[src/rtl/display_pkg.sv]
// Shared types and constants for the display scan controller: FSM states,
// decimal weights, display limits and the BCD to 7-segment lookup.
package display_pkg;

    typedef enum logic [1:0] {
        IDLE,
        CONV,
        COMMIT
    } state_t;

    // Indexed by digit position: WEIGHT[3]=1000, WEIGHT[2]=100, WEIGHT[1]=10.
    localparam logic [13:0] WEIGHT [3:1] = '{14'd1000, 14'd100, 14'd10};

    localparam logic [13:0] DISP_MAX  = 14'd9999;
    localparam logic [6:0]  SEG_BLANK = 7'h7F;

    // Active-low segments {g,f,e,d,c,b,a}; non-BCD codes render blank.
    function automatic logic [6:0] bcd_to_seg(input logic [3:0] bcd);
        logic [6:0] seg;
        unique case (bcd)
            4'd0:    seg = 7'h40;
            4'd1:    seg = 7'h79;
            4'd2:    seg = 7'h24;
            4'd3:    seg = 7'h30;
            4'd4:    seg = 7'h19;
            4'd5:    seg = 7'h12;
            4'd6:    seg = 7'h02;
            4'd7:    seg = 7'h78;
            4'd8:    seg = 7'h00;
            4'd9:    seg = 7'h10;
            default: seg = SEG_BLANK;
        endcase
        return seg;
    endfunction

endpackage

[src/rtl/display_scan_ctrl_if.sv]
// Load/busy handshake and display pin bundle between the calculator result
// register (master) and the scan controller (slave).
interface display_scan_ctrl_if;

    logic        load_i;
    logic [13:0] number_i;
    logic        busy_o;
    logic        overflow_o;
    logic [3:0]  sel_o;
    logic [3:0]  digit_o;
    logic [6:0]  seg_o;

    modport master (
        output load_i,
        output number_i,
        input  busy_o,
        input  overflow_o,
        input  sel_o,
        input  digit_o,
        input  seg_o
    );

    modport slave (
        input  load_i,
        input  number_i,
        output busy_o,
        output overflow_o,
        output sel_o,
        output digit_o,
        output seg_o
    );

endinterface

[src/rtl/seg7_decoder.sv]
// Combinational BCD digit to active-low 7-segment decoder with blanking.
module seg7_decoder
    import display_pkg::*;
(
    input  logic [3:0] bcd,
    input  logic       blank,
    output logic [6:0] seg
);

    always_comb begin
        seg = blank ? SEG_BLANK : bcd_to_seg(bcd);
    end

endmodule

[src/rtl/display_scan_ctrl.sv]
// Binary to BCD converter (repeated subtraction) driving a multiplexed
// 4-digit 7-segment display. Define LEADING_ZERO_BLANK_EN to blank leading zeros.
module display_scan_ctrl
    import display_pkg::*;
#(
    parameter int unsigned REFRESH_DIV = 50000
) (
    input  logic                clk_i,
    input  logic                rst_i,
    display_scan_ctrl_if.slave  bus
);

    localparam int unsigned    DivW    = $clog2(REFRESH_DIV);
    localparam logic [DivW-1:0] DivLast = DivW'(REFRESH_DIV - 1);

    state_t           state_q, state_d;
    logic [13:0]      rem_q, rem_d;
    logic [1:0]       p_q, p_d;
    logic [3:0][3:0]  cnt_q, cnt_d;
    logic [3:0][3:0]  disp_q, disp_d;
    logic             ovf_pend_q, ovf_pend_d;
    logic             ovf_q, ovf_d;
    logic             busy_q, busy_d;
    logic [DivW-1:0]  div_q;
    logic [1:0]       sel_idx_q;
    logic [13:0]      weight;
    logic             blank;

    always_ff @(posedge clk_i or posedge rst_i) begin
        if (rst_i) begin
            state_q    <= IDLE;
            rem_q      <= '0;
            p_q        <= 2'd3;
            cnt_q      <= '0;
            disp_q     <= '0;
            ovf_pend_q <= 1'b0;
            ovf_q      <= 1'b0;
            busy_q     <= 1'b0;
        end else begin
            state_q    <= state_d;
            rem_q      <= rem_d;
            p_q        <= p_d;
            cnt_q      <= cnt_d;
            disp_q     <= disp_d;
            ovf_pend_q <= ovf_pend_d;
            ovf_q      <= ovf_d;
            busy_q     <= busy_d;
        end
    end

    always_comb begin
        weight = '0;
        for (int i = 1; i <= 3; i++) begin
            if (p_q == 2'(i)) weight = WEIGHT[i];
        end
    end

    always_comb begin
        state_d    = state_q;
        rem_d      = rem_q;
        p_d        = p_q;
        cnt_d      = cnt_q;
        disp_d     = disp_q;
        ovf_pend_d = ovf_pend_q;
        ovf_d      = ovf_q;
        busy_d     = busy_q;
        unique case (state_q)
            IDLE: begin
                if (bus.load_i) begin
                    rem_d      = (bus.number_i > DISP_MAX) ? DISP_MAX : bus.number_i;
                    ovf_pend_d = (bus.number_i > DISP_MAX);
                    cnt_d      = '0;
                    p_d        = 2'd3;
                    busy_d     = 1'b1;
                    state_d    = CONV;
                end
            end
            CONV: begin
                if (rem_q >= weight) begin
                    rem_d      = rem_q - weight;
                    cnt_d[p_q] = cnt_q[p_q] + 4'd1;
                end else if (p_q > 2'd1) begin
                    p_d = p_q - 2'd1;
                end else begin
                    // Remainder is below 10 here, so it is the units digit.
                    cnt_d[0] = rem_q[3:0];
                    state_d  = COMMIT;
                end
            end
            COMMIT: begin
                disp_d  = cnt_q;
                ovf_d   = ovf_pend_q;
                busy_d  = 1'b0;
                state_d = IDLE;
            end
            default: state_d = IDLE;
        endcase
    end

    // Free-running scan, deliberately untouched by conversions.
    always_ff @(posedge clk_i or posedge rst_i) begin
        if (rst_i) begin
            div_q     <= '0;
            sel_idx_q <= 2'd0;
        end else if (div_q == DivLast) begin
            div_q     <= '0;
            sel_idx_q <= sel_idx_q + 2'd1;
        end else begin
            div_q <= div_q + 1'b1;
        end
    end

`ifdef LEADING_ZERO_BLANK_EN
    always_comb begin
        blank = (sel_idx_q != 2'd0);
        for (int i = 1; i <= 3; i++) begin
            if ((2'(i) >= sel_idx_q) && (disp_q[i] != 4'd0)) blank = 1'b0;
        end
    end
`else
    assign blank = 1'b0;
`endif

    seg7_decoder u_seg7_decoder (
        .bcd   (disp_q[sel_idx_q]),
        .blank (blank),
        .seg   (bus.seg_o)
    );

    assign bus.busy_o     = busy_q;
    assign bus.overflow_o = ovf_q;
    assign bus.sel_o      = 4'b0001 << sel_idx_q;
    assign bus.digit_o    = disp_q[sel_idx_q];

endmodule

[src/flat_wrapper.sv]
// flat-port wrapper written by rule: the top's interface ports become plain ports
module display_scan_ctrl_flat import display_pkg::*;
#(
    parameter int unsigned REFRESH_DIV = 50000
)
  (clk_i, rst_i, bus_load_i, bus_number_i, bus_busy_o, bus_overflow_o, bus_sel_o, bus_digit_o, bus_seg_o);
  display_scan_ctrl_if bus_i ();
  input  logic clk_i;
  input  logic rst_i;
  input wire logic [$bits(bus_i.load_i)-1:0] bus_load_i;
  input wire logic [$bits(bus_i.number_i)-1:0] bus_number_i;
  output wire logic [$bits(bus_i.busy_o)-1:0] bus_busy_o;
  output wire logic [$bits(bus_i.overflow_o)-1:0] bus_overflow_o;
  output wire logic [$bits(bus_i.sel_o)-1:0] bus_sel_o;
  output wire logic [$bits(bus_i.digit_o)-1:0] bus_digit_o;
  output wire logic [$bits(bus_i.seg_o)-1:0] bus_seg_o;
  assign bus_i.load_i = bus_load_i;
  assign bus_i.number_i = bus_number_i;
  assign bus_busy_o = bus_i.busy_o;
  assign bus_overflow_o = bus_i.overflow_o;
  assign bus_sel_o = bus_i.sel_o;
  assign bus_digit_o = bus_i.digit_o;
  assign bus_seg_o = bus_i.seg_o;
  display_scan_ctrl #(.REFRESH_DIV(REFRESH_DIV)) u_core (.clk_i(clk_i), .rst_i(rst_i), .bus(bus_i));
endmodule
[config.mk]
export PLATFORM = sky130hd
export DESIGN_NAME = display_scan_ctrl_flat
export DESIGN_NICKNAME = d
export VERILOG_FILES = /design/src/rtl/display_pkg.sv /design/src/rtl/display_scan_ctrl_if.sv /design/src/rtl/seg7_decoder.sv /design/src/rtl/display_scan_ctrl.sv /design/src/flat_wrapper.sv
export SDC_FILE = /design/constraint.sdc
export NUM_CORES = 1
export LEC_CHECK = 0
export CAP_MARGIN = 20
export CORE_MARGIN = 2
export CORE_UTILIZATION = 45
export CTS_CLUSTER_DIAMETER = 200
export DETAILED_ROUTE_END_ITERATION = 6
export PLACE_DENSITY = 0.75
export SYNTH_ARGS = -nofsm -noshare
export SYNTH_HDL_FRONTEND = slang
export SYNTH_SLANG_ARGS = --single-unit
[constraint.sdc]
create_clock -name clk_i -period 3.2 [get_ports clk_i]
set_input_delay 0.64 -clock clk_i [delete_from_list [all_inputs] [get_ports clk_i]]
set_output_delay 0.64 -clock clk_i [all_outputs]
set_load 0.005 [all_outputs]
### Word-level counts from Yosys, hierarchy flattened

Memory sizes are Yosys's and may differ from the RTL's.
Index checks and enable logic that the tools add are counted.

* logic and storage cells: 81
* bits in registers: 71
* input bits: 17
* ROM bits: 112
* memories kept: 1
* output and inout bits: 17

Memories
* (name not given): depth 16, bits a word 7, rd ports 1, clocked after memory_dff 0, wr ports 0, RTL line display_pkg.sv:20 `unique case (bcd)`

* $add $sub $neg: 5
* mux-type cells: 30
* shift operators: 1
* eq/ne operators: 12
* $lt $le $gt $ge: 6
* reductions and logical operators: 10

Operator list (count)
* 14-bit 2-to-1 mux: 3
* 16-bit 2-to-1 mux: 2
* 16-bit one-hot mux with 2 select lines: 1
* 14-bit one-hot mux with 2 select lines: 1
* 4-bit 2-to-1 mux: 6
* 16-bit by 1-bit adder with 16-bit output (second input constant): 1
* 4-bit binary-select mux with 2-bit select: 2
* 16-bit bitwise mux: 1
* 16-bit equality test (second input constant): 1
* 14-bit by 10-bit >= comparator with 1-bit output: 1
* 14-bit greater-than comparator (second input constant): 1
* 14-bit by 10-bit subtractor with 14-bit output: 1
* 12-bit 2-to-1 mux: 1
* 2-bit 2-to-1 mux: 6
* 10-bit 2-to-1 mux: 1
* 3-bit AND reduction: 3
* 4-bit demux with 2-bit select: 1
* 2-bit one-hot mux with 2 select lines: 2
* 7-bit 2-to-1 mux: 1
* 2-bit equality test (second input constant): 3
* 2-bit by 3-bit less-than comparator with 1-bit output (second input constant): 2
* 2-bit != test (second input constant): 3
* 4-bit by 1-bit adder with 4-bit output (second input constant): 1
* 2-bit by 1-bit equality test with 1-bit output (second input constant): 2
* 14 further kinds: 17

### Longest topological paths before layout

* depth in word-level cells: 7
* mapped depth: 13
* gate-level depth less buffers: 11

### By module

A second synthesis with hierarchy kept.

* cell total of the unflattened synthesis: 436
* area, all modules: 4332.9 µm²

Modules (own cells, without submodules)
* display_scan_ctrl: times used 1, seq. area each 1779.2 µm², area each 4080.2 µm², cells each 401
* seg7_decoder: times used 1, seq. area each 0.0 µm², area each 252.7 µm², cells each 35

### Worst setup path before layout

Ideal clock, no wire load.

* path kind: reg2reg
* start point: register u_core.p_q[0]
* end point: register u_core.cnt_q[1] in the netlist's numbering
* data required time: 3.075 ns
* setup time: 0.125 ns
* arrival: 2.984 ns
* slack: 0.091 ns
* buffers on the path: 1
* period minus slack after synthesis: 3.109 ns
* stages on the path, launching flop included: 12
* cell sequence: dfstp_2 > ha_1 > buf_2 > clkinv_1 > ha_1 > nand4bb_1 > a311oi_2 > a2111oi_4 > nand2_2 > o221ai_4 > a21oi_2 > mux2_4

* cells in the longest elaborated chain, start to end: 7
* elaborated cells between the ends (all ways): 21
* those cells by class: add/sub: 1; order compare: 4; eq/ne: 4; mux: 10; reduce/logical: 2

RTL lines
* start: declaration: RTL line display_scan_ctrl.sv:18 `logic [1:0] p_q, p_d;`
* start signal: assignment: RTL line display_scan_ctrl.sv:42 `p_q <= p_d;`
* 2-bit by 1-bit equality test with 1-bit output, or another cell as far along: RTL line display_scan_ctrl.sv:54 `if (p_q == 2'(i)) weight = WEIGHT[i];`
* 4-bit 2-to-1 mux / 1-bit logical AND (equally long branches): RTL line display_scan_ctrl.sv:54, display_scan_ctrl.sv:81
* 7-bit 2-to-1 mux / 4-bit 2-to-1 mux (equally long branches): RTL line display_scan_ctrl.sv:54, display_scan_ctrl.sv:81
* 10-bit 2-to-1 mux / 4-bit demux with 2-bit select (equally long branches)
* 14-bit by 10-bit >= comparator with 1-bit output / 16-bit bitwise mux (equally long branches): RTL line display_scan_ctrl.sv:79, display_scan_ctrl.sv:81
* 3-bit by 2-bit != test with 1-bit output (no source line) / 4-bit 2-to-1 mux (equally long branches)
* 3-bit AND reduction (no source line) / 16-bit one-hot mux with 2 select lines (equally long branches)
* end signal: assignment: RTL line display_scan_ctrl.sv:43 `cnt_q <= cnt_d;`
* end: declaration: RTL line display_scan_ctrl.sv:19 `logic [3:0][3:0] cnt_q, cnt_d;`

Parallel ways exist; a longest one is shown, timed or not. The select of a mux whose other input is x is not followed.
A chain may end at the register's enable or synchronous reset.

### Worst setup path after layout

* start point: register u_core.sel_idx_q[0]
* end point: output port bus_seg_o[0]

* cells in the longest elaborated chain, start to end: 3

RTL lines
* start: declaration: RTL line display_scan_ctrl.sv:25 `logic [1:0] sel_idx_q;`
* start signal: assignment: RTL line display_scan_ctrl.sv:107 `sel_idx_q <= sel_idx_q + 2'd1;`
* 4-bit binary-select mux with 2-bit select: RTL line display_scan_ctrl.sv:125 `.bcd (disp_q[sel_idx_q]),`
* 4-bit 2-to-1 mux (not written as such): RTL line display_scan_ctrl.sv:125
* memory 16 x 7 bit
* end: declaration: RTL line flat_wrapper.sv:16 `output wire logic [$bits(bus_i.seg_o)-1:0] bus_seg_o;`

Every way passes these cells. The select of a mux whose other input is x is not followed.

==> flow_metrics.tcl <==
set metrics [dict create \
    critPathArrivalTime_ns 2.41 \
    synth_xor_xnor_area_share_pct 4.43 \
    setup-tns-final_ns 0 \
    p_leak_nw 2.29 \
    vdd_drop_max_mv 0.217 \
    regToRegStartpoint "u_core.p_q[0]" \
    dr.pass1.iters 7 \
    synth.largest_area_cell "dfrtp_1" \
    r2r_cells 10 \
    cp_data_required_time_ns 2.56 \
    power.share.clock_pct 43.1 \
    post-route-util_pct 55.1 \
    die_height_um 102 \
    rsz0062_at_grt "no" \
    htree_levels 3 \
    hold_buffers 0 \
    synth_compound_area_share_pct 18.6 \
    clockBufferDepth 2 \
    fillers 796 \
    synth_seq_cells 71 \
    die-area_um2 10500 \
    hold_violations 0 \
    min_path_type "reg2reg" \
    die_width_um 102 \
    clkTransAtPathRegs_ns 0.08 \
    dp_hpwl_um 7280 \
    combPwrFrac_pct 3.1 \
    p_switching_mw 0.383 \
    muxShareOfSynthArea_pct 10.5 \
    grt_pass1_vias 3463 \
    setup_violations 0 \
    final_antenna_net_count 0 \
    grt_max_degree 43 \
    synthAdderAreaFrac_pct 6.50 \
    ys_types 72 \
    synth_flop_cell "dfrtp_1" \
    status "complete, no violations" \
    coreArea_um2 9330 \
    rows 35 \
    nets 507 \
    internal_power_mw 1.28 \
    grt_overflow 0 \
    start_util_pct 46.6 \
    drt_iter0_drc 257 \
    cts_tree "built" \
    track_usage_pct 20.4 \
    synth_top_area_share_pct 39.7 \
    layout-area-overhead-vs-synth_pct 18.3 \
    crit_type "reg2out" \
    path_max_fanout 7 \
    powerDensity_nw_per_um2 324 \
    final_common_cell "dfrtp_1" \
    synth_top_family_by_area "compound AO/OA/AOI/OAI gates" \
    fmax_mhz 328 \
    worst_pin_slew_ns 0.677 \
    holdPathStages 2 \
    fin_crit_ns 3.05 \
    r2r_end "u_core.cnt_q[1]" \
    remaining_drc_errors 0 \
    most-common-layout-cells "dfrtp_1 (68), nor2_1 (39), nand2_1 (36)" \
    wirelength_um 9840 \
    synth-edff-count 0 \
    place_area_um2 4870 \
    fin_skew_ns 0.0113 \
    synth.yosys.seq_area_share_pct 40.9 \
    syn_nets 457 \
    hp-start "u_core.ovf_pend_q" \
    antenna_found_initial 0 \
    clk_latency_ns 0.36 \
    fin_area_um2 5140 \
    cts.sinks 71 \
    grt_pass1_wl_um 16700 \
    setup_slack_ns 0.152 \
    final_layout_size_suffix_gt1_share_pct 19.0 \
    start_kind "flop" \
    yosysWarnings 0 \
    switching_share_pct 23.0 \
    slew_headroom_pct 54.8 \
    clockRootBuffer "clkbuf_8" \
    diodes 0 \
    p_seq_share_pct 53.9 \
    holdPathEnd "u_core.ovf_pend_q" \
    timing.final.max_slew_violations 0 \
    yosys.area_share.simple_pct 14.9 \
    synth-async-reset-ratio_pct 100 \
    gp_congestion 0.930 \
    io_pins 34 \
    vias 3461 \
    holdWs_ns 0.483 \
    cts_buffers 9 \
    synthTopCellsByArea "dfrtp_1 (40%), ha_1 (6.0%), mux2_2 (4.7%)" \
    endpoint_kind "output pin" \
    numPortBuffers 33 \
    pre_cts_slack_ns 0.143 \
    drv_cap 0 \
    syn_inst 418 \
    wire_per_inst_um 16.3 \
    vias_per_cell 5.75 \
    worst-r2r-setup-slack_ns 0.19 \
    period_share_pct 95.3 \
    avgSynthCellArea_um2 10.4 \
    synth_area_um2 4350 \
]
[power by group through the flow]
stage               logic (mW)  clock network [mW]  registers (mW)
global route            0.0580               0.770           0.896
CTS                     0.0527               0.730           0.897
floorplan               0.0171                   0           0.914
global placement        0.0513                   0           0.914
detailed placement      0.0525                   0           0.914
finish                  0.0512               0.717           0.897
[synth_stat cells (6+ instances only)]
master and count:
dfrtp_1 69, nor2_1 39, o211ai_1 7, o21ai_0 21
nor2b_1 6, mux2i_1 6, inv_1 19, nand3_1 12
nor3_1 6, xor2_1 10, xnor2_1 12, clkbuf_1 8
mux4_2 8, a32o_1 8, a21oi_1 15, mux2_2 18
nand2_1 36, ha_1 21
[routing by layer]
layer	vias to the layer above	part of all wire [%]	GRT usage, %
met5	-	0	0
met4	0	1.2	6.36
met3	15	6.7	4.72
met2	134	48	33.1
met1	1670	44	27.4
li1	1642	-	-
[worst max path at each step]
stage                     cells after the start  slack, ns         endpoint                start
after detailed placement                      7       0.14     bus_seg_o[3]  u_core.sel_idx_q[0]
final                                         6       0.15     bus_seg_o[0]  u_core.sel_idx_q[0]
after floorplan                              11       0.09  u_core.cnt_q[1]        u_core.p_q[0]
after CTS                                     7       0.05     bus_seg_o[6]  u_core.sel_idx_q[0]
after global placement                        7       0.18     bus_seg_o[3]  u_core.sel_idx_q[0]
after global routing                         10       0.02  u_core.cnt_q[1]        u_core.p_q[0]
[sequential cells by signal (all words and copies together) (netlist names)]
signal / cells
u_core.state_q: 2
u_core.p_q: 2
u_core.ovf_pend_q: 1
u_core.div_q: 16
u_core.cnt_q: 16
u_core.sel_idx_q: 2
u_core.bus.overflow_o: 1
u_core.bus.busy_o: 1
u_core.disp_q: 16
u_core.rem_q: 14
[worst max-delay path, cell delays in order, from the launching register on]
cell             delay, ns
dfrtp_2               0.46
buf_4                 0.15
mux4_2                0.57
inv_1                 0.16
nor3_2                0.08
a21oi_1               0.13
clkdlybuf4s50_1       0.51
[area by class of cell]
class | count | area, µm² | area share (%)
clock buffers | 10 | 128 | 2.48
clock inverters | 6 | 68.8 | 1.34
inverters | 20 | 75.1 | 1.46
multi-input cells | 310 | 2410 | 46.8
flip-flops and latches | 71 | 1780 | 34.6
well taps | 129 | 161 | 3.14
repair buffers | 56 | 520 | 10.1
[per-stage QoR]
step,power [mW],std cells
floorplan,0.931,418
global placement,0.966,579
detailed placement,0.967,579
CTS,1.68,599
global route,1.72,602
finish,1.66,602
[logic make-up (layout without fill, tap and decap cells)]
group / Yosys count / after routing
DFF: 71 / 71
muxes: 33 / 33
AOI/OAI and AO/OA: 103 / 103
and+or+nand+nor: 130 / 130
adders and majority gates: 22 / 22
xor gates and xnor gates: 22 / 22
buffers and inverters: 37 / 92
[what timing repair did]
action | CTS | global route
endpoints found under the setup margin | 6 | 10
gates resized for setup | 5 | 8
buffers inserted | 4 | 3
Note: power is estimated with default switching activity, not from simulation.
